## src/rtl/boolean_propose_scheduler.sv

```systemverilog
// rtl/boolean_propose_scheduler.sv - boolean-phase proposal sequencer for the MCMC solver
// Picks a variable (round-robin or LFSR), drives the propose stage, waits for the evaluator, commits on accept.
module boolean_propose_scheduler #(
    parameter int          NUMBER_OF_BOOLEAN_VARIABLES         = 8,
    parameter int          BIT_WIDTH_OF_BOOLEAN_VARIABLE_INDEX = 3,
    parameter int          ITERATION_WIDTH                     = 16,
    parameter logic [15:0] LFSR_SEED                           = 16'hACE1
) (
    input  logic                                           in_clk,
    input  logic                                           in_reset,
    input  logic                                           in_start,
    input  logic                                           in_mode,
    input  logic [ITERATION_WIDTH-1:0]                     in_num_iterations,
    input  logic [NUMBER_OF_BOOLEAN_VARIABLES-1:0]         in_initial_assignment,
    input  logic [NUMBER_OF_BOOLEAN_VARIABLES-1:0]         in_proposed_assignment,
    input  logic                                           in_eval_done,
    input  logic                                           in_accept,
    output logic                                           out_propose_enable,
    output logic [BIT_WIDTH_OF_BOOLEAN_VARIABLE_INDEX-1:0] out_variable_index,
    output logic [NUMBER_OF_BOOLEAN_VARIABLES-1:0]         out_current_assignment,
    output logic                                           out_eval_valid,
    output logic [NUMBER_OF_BOOLEAN_VARIABLES-1:0]         out_eval_assignment,
    output logic                                           out_busy,
    output logic                                           out_done,
    output logic [ITERATION_WIDTH-1:0]                     out_iteration_count,
    output logic [ITERATION_WIDTH-1:0]                     out_accept_count
);

    localparam int W = BIT_WIDTH_OF_BOOLEAN_VARIABLE_INDEX;
    localparam logic [W:0]   NUM_VARS   = (W+1)'(NUMBER_OF_BOOLEAN_VARIABLES);
    localparam logic [W-1:0] LAST_INDEX = W'(NUMBER_OF_BOOLEAN_VARIABLES - 1);

    typedef enum logic [2:0] {
        S_IDLE,
        S_SELECT,
        S_PROPOSE,
        S_EVAL_WAIT,
        S_COMMIT
    } state_t;

    state_t                     state;
    logic                       mode;
    logic [ITERATION_WIDTH-1:0] num_iterations;
    logic [W-1:0]               rr_pointer;
    logic [15:0]                lfsr;
    logic                       accept_q;

    // Candidate is taken from the LFSR value present in the SELECT cycle; the LFSR steps in that same cycle.
    logic                       lfsr_feedback;
    logic [W-1:0]               candidate;
    logic                       candidate_ok;
    logic [ITERATION_WIDTH-1:0] iteration_next;

    assign lfsr_feedback  = lfsr[15] ^ lfsr[13] ^ lfsr[12] ^ lfsr[10];
    assign candidate      = lfsr[W-1:0];
    assign candidate_ok   = {1'b0, candidate} < NUM_VARS;
    assign iteration_next = out_iteration_count + 1'b1;

    always_ff @(posedge in_clk or posedge in_reset) begin
        if (in_reset) begin
            state                  <= S_IDLE;
            mode                   <= 1'b0;
            num_iterations         <= '0;
            rr_pointer             <= '0;
            lfsr                   <= LFSR_SEED;
            accept_q               <= 1'b0;
            out_propose_enable     <= 1'b0;
            out_variable_index     <= '0;
            out_current_assignment <= '0;
            out_eval_valid         <= 1'b0;
            out_eval_assignment    <= '0;
            out_busy               <= 1'b0;
            out_done               <= 1'b0;
            out_iteration_count    <= '0;
            out_accept_count       <= '0;
        end else begin
            out_propose_enable <= 1'b0;
            out_eval_valid     <= 1'b0;
            out_done           <= 1'b0;
            case (state)
                S_IDLE: begin
                    if (in_start) begin
                        mode                   <= in_mode;
                        num_iterations         <= in_num_iterations;
                        out_current_assignment <= in_initial_assignment;
                        out_iteration_count    <= '0;
                        out_accept_count       <= '0;
                        if (in_num_iterations == '0) begin
                            out_done <= 1'b1;
                        end else begin
                            state    <= S_SELECT;
                            out_busy <= 1'b1;
                        end
                    end
                end
                S_SELECT: begin
                    if (!mode) begin
                        out_variable_index <= rr_pointer;
                        rr_pointer         <= (rr_pointer == LAST_INDEX) ? '0 : rr_pointer + 1'b1;
                        out_propose_enable <= 1'b1;
                        state              <= S_PROPOSE;
                    end else begin
                        lfsr <= {lfsr[14:0], lfsr_feedback};
                        if (candidate_ok) begin
                            out_variable_index <= candidate;
                            out_propose_enable <= 1'b1;
                            state              <= S_PROPOSE;
                        end
                    end
                end
                S_PROPOSE: begin
                    out_eval_assignment <= in_proposed_assignment;
                    out_eval_valid      <= 1'b1;
                    state               <= S_EVAL_WAIT;
                end
                S_EVAL_WAIT: begin
                    if (in_eval_done) begin
                        accept_q <= in_accept;
                        state    <= S_COMMIT;
                    end
                end
                S_COMMIT: begin
                    if (accept_q) begin
                        out_current_assignment <= out_eval_assignment;
                        out_accept_count       <= out_accept_count + 1'b1;
                    end
                    out_iteration_count <= iteration_next;
                    if (iteration_next == num_iterations) begin
                        state    <= S_IDLE;
                        out_busy <= 1'b0;
                        out_done <= 1'b1;
                    end else begin
                        state <= S_SELECT;
                    end
                end
                default: state <= S_IDLE;
            endcase
        end
    end

endmodule

```

## config.mk

```make
export PLATFORM = sky130hd
export DESIGN_NAME = boolean_propose_scheduler
export DESIGN_NICKNAME = d
export VERILOG_FILES = /design/src/rtl/boolean_propose_scheduler.sv
export SDC_FILE = /design/constraint.sdc
export NUM_CORES = 1
export LEC_CHECK = 0
export ABC_AREA = 1
export BUFFER_PORTS_ARGS = -buffer_cell sky130_fd_sc_hd__buf_2
export CORE_MARGIN = 2
export CORE_UTILIZATION = 62
export CTS_BUF_LIST = sky130_fd_sc_hd__clkbuf_2 sky130_fd_sc_hd__clkbuf_4 sky130_fd_sc_hd__clkbuf_8
export CTS_CLUSTER_DIAMETER = 60
export CTS_CLUSTER_SIZE = 12
export DETAILED_ROUTE_END_ITERATION = 7
export GPL_TIMING_DRIVEN = 1
export PLACE_DENSITY = 0.89
export SYNTH_ARGS = -nofsm -noshare
export SYNTH_HDL_FRONTEND = slang
export SYNTH_SLANG_ARGS = --single-unit
```

## constraint.sdc

```tcl
create_clock -name in_clk -period 5.7 [get_ports in_clk]
set_input_delay 1.14 -clock in_clk [delete_from_list [all_inputs] [get_ports in_clk]]
set_output_delay 1.14 -clock in_clk [all_outputs]
set_load 0.01 [all_outputs]
```

Word level (Yosys, flattened, before mapping)
Cells that the tools add are included.
Storage, ports and cells
  register bits after elaboration: 95
  input bits: 38
  output and inout bits: 55
  logic and storage cells: 68
Operators by class
  add/subtract/negate cells: 3
  equality and inequality tests: 11
  multiplexer cells: 24
  bitwise operators: 4
  reduce and logical (&&, ||, !) cells: 11
Operators by type and width (number)
  16-bit case mux with 2 select lines: 2
  16-bit by 1-bit adder with 16-bit output, second input constant: 2
  16-bit two-way mux: 2
  16-bit equality test: 1
  16-bit zero test: 1
  8-bit two-way mux: 2
  8-bit case mux with 2 select lines: 1
  3-bit two-way mux: 5
  3-bit case mux with 5 select lines: 1
  2-bit != test, second input constant: 5
  2-bit AND reduction: 5
  1-bit two-way mux: 9
  3-bit by 2-bit equality test with 1-bit output, second input constant: 2
  3-bit equality test, second input constant: 2
  3-bit AND reduction: 2
  1-bit case mux with 2 select lines: 2
  4-bit AND reduction: 1
  3-bit by 1-bit adder with 3-bit output, second input constant: 1
  3-bit by 1-bit equality test with 1-bit output, second input constant: 1
  3-bit zero test: 1
  1-bit bitwise XOR: 3
  2-bit nonzero test: 1
  1-bit NOT: 1

Depth between registers and ports, before layout
  word-level depth: 4
  gate-level depth with buffers: 16
  depth with buffers taken out: 16

Least setup slack after synthesis
No wires, ideal clock.
  kind: input to register
  start point: in in_start
  end point: reg out_accept_count[11]
  data arrival time: 2.076 ns
  setup slack: 3.489 ns
  cell stages on the path: 11
  path buffers: 0
  cells stage by stage: nand3_1 -> nand2_4 -> inv_2 -> nor2_4 -> nand2_2 -> nor2_4 -> nand2_1 -> inv_2 -> nand2_1 -> nor3_1 -> nor3_1
On the way
  word-level cells in the longest chain between the ends: 2
RTL lines
  start: declaration: line 11  | input logic in_start,
  2-bit != test (no line)
  3-bit AND reduction (no line)
  end signal: assignment: line 125  | out_accept_count <= out_accept_count + 1'b1;
  end: declaration: line 26  | output logic [ITERATION_WIDTH-1:0] out_accept_count
Every way passes these cells.
A chain may end at the register's enable or synchronous reset.

Final worst setup path
Same ends and word-level chain as after synthesis.

==> impl_metrics.toml <==
[power_and_ir_drop]
power.switching_uw = 1010
power.density_nw_per_um2 = 430
power_frac_comb_pct = 37.6
internal_power_uw = 1370
seq_power_share_pct = 44.2
total_power_uw = 2380
p_clk_share_pct = 18.2
ir_worst_vdd_mv = 0.305
power.leakage_uw = 0.00280
sw_frac_of_total_pct = 42.6

[sta]
fin_setup_tns_ns = 0
clock-skew-final_ns = 0.00759
fin_crit_sh_pct = 46.4
drv_slew = 0
finalSetupViolations = 0
max_clock_freq_ghz = 0.378
maxSlewHeadroom_pct = 34.3
finalHoldViolCount = 0
worst_pin_slew_ns = 0.986
period_minus_slack_ns = 2.65
rsz0062_at_grt = "no"

[routing]
dr.pass1.iters = 5
ant_nets = 0
avgRoutedWirePerCell_um = 14.2
viasPerCell = 5.44
drtIter0Drc = 370
vias = 4385
route.detailed.drc = 0
route.final.wire_length_um = 11400

[cells_and_area]
fillers = 601
utilization_pct = 72.7
nNetsFinal = 741
fin_cells = 806
drive_above_1_share_pct = 21.2
regArea_um2 = 2390
syn2layout_area_growth_pct = 15.5
antenna_cells = 0
multi_input_area_um2 = 2100
postLayoutCellArea_um2 = 5530

[logic_synthesis]
synth_nets = 649
synth_cells = 607
synth_top_flop_cell = "dfrtp_1"
synth_warnings = 0
synth_cell_type_count = 40
synthAdderAreaFrac_pct = 1.04
synth-simple-area-share_pct = 33.2
synth_top_family_by_area = "simple AND/OR/NAND/NOR gates"
netlist_area_um2 = 4790
syn_area_per_cell_um2 = 7.89
synth-xor-area-share_pct = 1.57
yosys_register_bits = 95
async_flop_share_pct = 100
synth-edff-count = 0
synthMuxAreaShare_pct = 0.209
yosysSeqAreaShare_pct = 49.8
synth_compound_area_share_pct = 7.89

[placed_design]
portBuffers = 92
hpwl_um = 8320
placed_area_um2 = 5340
place_congestion = 0.870
dp.cells = 790

[floorplanning]
rows = 32
design.die.area_um2 = 8450
core-area_um2 = 7610
die_h_um = 91.9
start_util_pct = 63.0
ios = 93
die_x_um = 91.9

[worst_setup_path]
cp_data_required_time_ns = 5.95
worst_path_largest_cell_delay_ns = 0.40
startpoint_type = "primary input"
crit_path_end_kind = "flip-flop"
cp_max_fo = 22
crit_slowest_cell = "nand3_1"
reg2reg_depth = 10
crit_type = "primary input to flip-flop"
crit_path_cell_trace = "buf_2, nand3_1, nand2_4, inv_2, nor2_4, nand2_2, nor2_4, nand2_1, inv_2, nand2_1, nor3_1, nor3_1"
crit_arrival_ns = 2.89

[grt]
antenna_found_initial = 0
met1_usage_pct = 37.4
grt_pass1_vias = 4167
grtUsageMet2_pct = 47.5
grt.total_usage_pct = 28.5
use_met3_pct = 6.57
overflow = 0
grt_pass1_wl_um = 19100
grt_max_degree = 60
busiest_layer = "met2"

[job]
cap_violations = 0

[clock_network]
cts_inserted_buffers = 9
tritoncts = "yes"
cts_resized = 0
clock_latency_ns = 0.37
cts_htree_levels = 3
cts_setup_buffers = 0
path_clk_slew_ns = 0.10
postCtsHoldBufs = 0
clock_path_buffers = 2
cts_sinks = 95
cts-root-buf = "clkbuf_8"

[min_path]
min_path_cells = 2
hold_class = "flip-flop to flip-flop"

[run_status]
status = "finished, final reports clean"
cell usage after synthesis (all sizes together) (4+ instances only):
cell type | n | share of area [%]
a21oi | 12 | 1.3
a31oi | 8 | 1.0
buf | 4 | 0.39
clkbuf | 9 | 0.70
dfrtp | 87 | 45
dfstp | 8 | 4.4
ha | 4 | 1.0
inv | 64 | 5.0
nand2 | 222 | 18
nand3 | 40 | 4.5
nand4 | 15 | 2.0
nor2 | 55 | 6.3
nor3 | 8 | 0.94
nor4 | 5 | 0.65
o21ai | 36 | 3.8
o22ai | 8 | 1.0
xnor2 | 4 | 0.73
cells by family (layout without fill, tap and decap cells):
group	count (synthesis)	in the layout
mux	1	1
buf+inv	79	176
fa+ha+maj	4	4
simple gates	352	352
compound gates	69	69
flops	95	95
xor+xnor	7	7
critical path: cells and delay by family:
| family | cells | cell delay (ns) |
|---|---|---|
| and+or+nand+nor | 9 | 1.48 |
| buffers and inverters | 3 | 0.27 |
power by group through the flow:
stage / logic [µW] / registers, µW / clock network, µW
2_1_floorplan: 565 / 1080 / 0
3_3_place_gp: 849 / 1050 / 0
3_5_place_dp: 886 / 1060 / 0
4_1_cts: 893 / 1050 / 435
5_1_grt: 1010 / 1080 / 469
6_report: 894 / 1050 / 434
through the flow:
stage / hold WS, ns / setup WS [ns]
after CTS: 0.472 / 3.08
after floorplan: 0.442 / 2.10
after detailed placement: 0.459 / 2.68
after global placement: 0.453 / 2.73
after global routing: 0.477 / 2.91
final: 0.476 / 3.05
sequential cells by signal, indices dropped and copies added, names as in the netlist:
signal and flops:
mode 1, out_eval_valid 1, lfsr 16, out_busy 1, out_current_assignment 8, num_iterations 16, out_done 1, out_variable_index 3
accept_q 1, state 3, out_propose_enable 1, rr_pointer 3, out_iteration_count 16, out_accept_count 16, out_eval_assignment 8
worst paths after layout:
| check | startpoint | end | slack [ns] |
|---|---|---|---|
| worst max-delay path | in_start | out_accept_count[11]$_DFFE_PP0P_ | 3.05 |
| worst min-delay path | lfsr[11]$_DFFE_PP1P_ | lfsr[11]$_DFFE_PP1P_ | 0.48 |
| worst max register to register | state[1]$_DFFE_PP0P_ | out_busy$_DFFE_PP0P_ | 3.13 |
| worst min register to register | lfsr[11]$_DFFE_PP1P_ | lfsr[11]$_DFFE_PP1P_ | 0.48 |
| max in group asynchronous | in_reset | lfsr[0]$_DFFE_PP1P_ | 3.70 |
| min in group asynchronous | in_reset | lfsr[9]$_DFFE_PP0P_ | 0.96 |
final cells by class:
| type | instances | share of cell area (%) |
|---|---|---|
| flip-flops and latches | 95 | 43.1 |
| multi-input cells | 433 | 38.0 |
| repair buffers | 94 | 8.59 |
| inverters | 66 | 4.50 |
| well taps | 102 | 2.31 |
| clock buffers | 9 | 2.24 |
| clock inverters | 7 | 1.18 |
layer usage:
metal  vias up  share of wire, %
met1      2042                41
met5         -                 0
met4         0               2.1
met3        26               6.7
met2       176                50
li1       2141                 -
placed cells by master (no fill, tap or decap), drive strengths merged, types with 2 or more instances in the layout:
master,synthesis,layout
nor2,55,55
nor4,5,5
clkbuf,9,9
dfrtp,87,87
clkinv,2,5
a31oi,8,8
nand3,40,40
inv,64,67
ha,4,4
xor2,2,2
nand3b,2,2
o21ai,36,36
or2,2,2
dfstp,8,8
nand2,222,222
buf,4,94
xnor2,4,4
nor3,8,8
o211ai,2,2
o22ai,8,8
a21oi,12,12
nand4,15,15
Note: power is estimated with default switching activity, not from simulation.
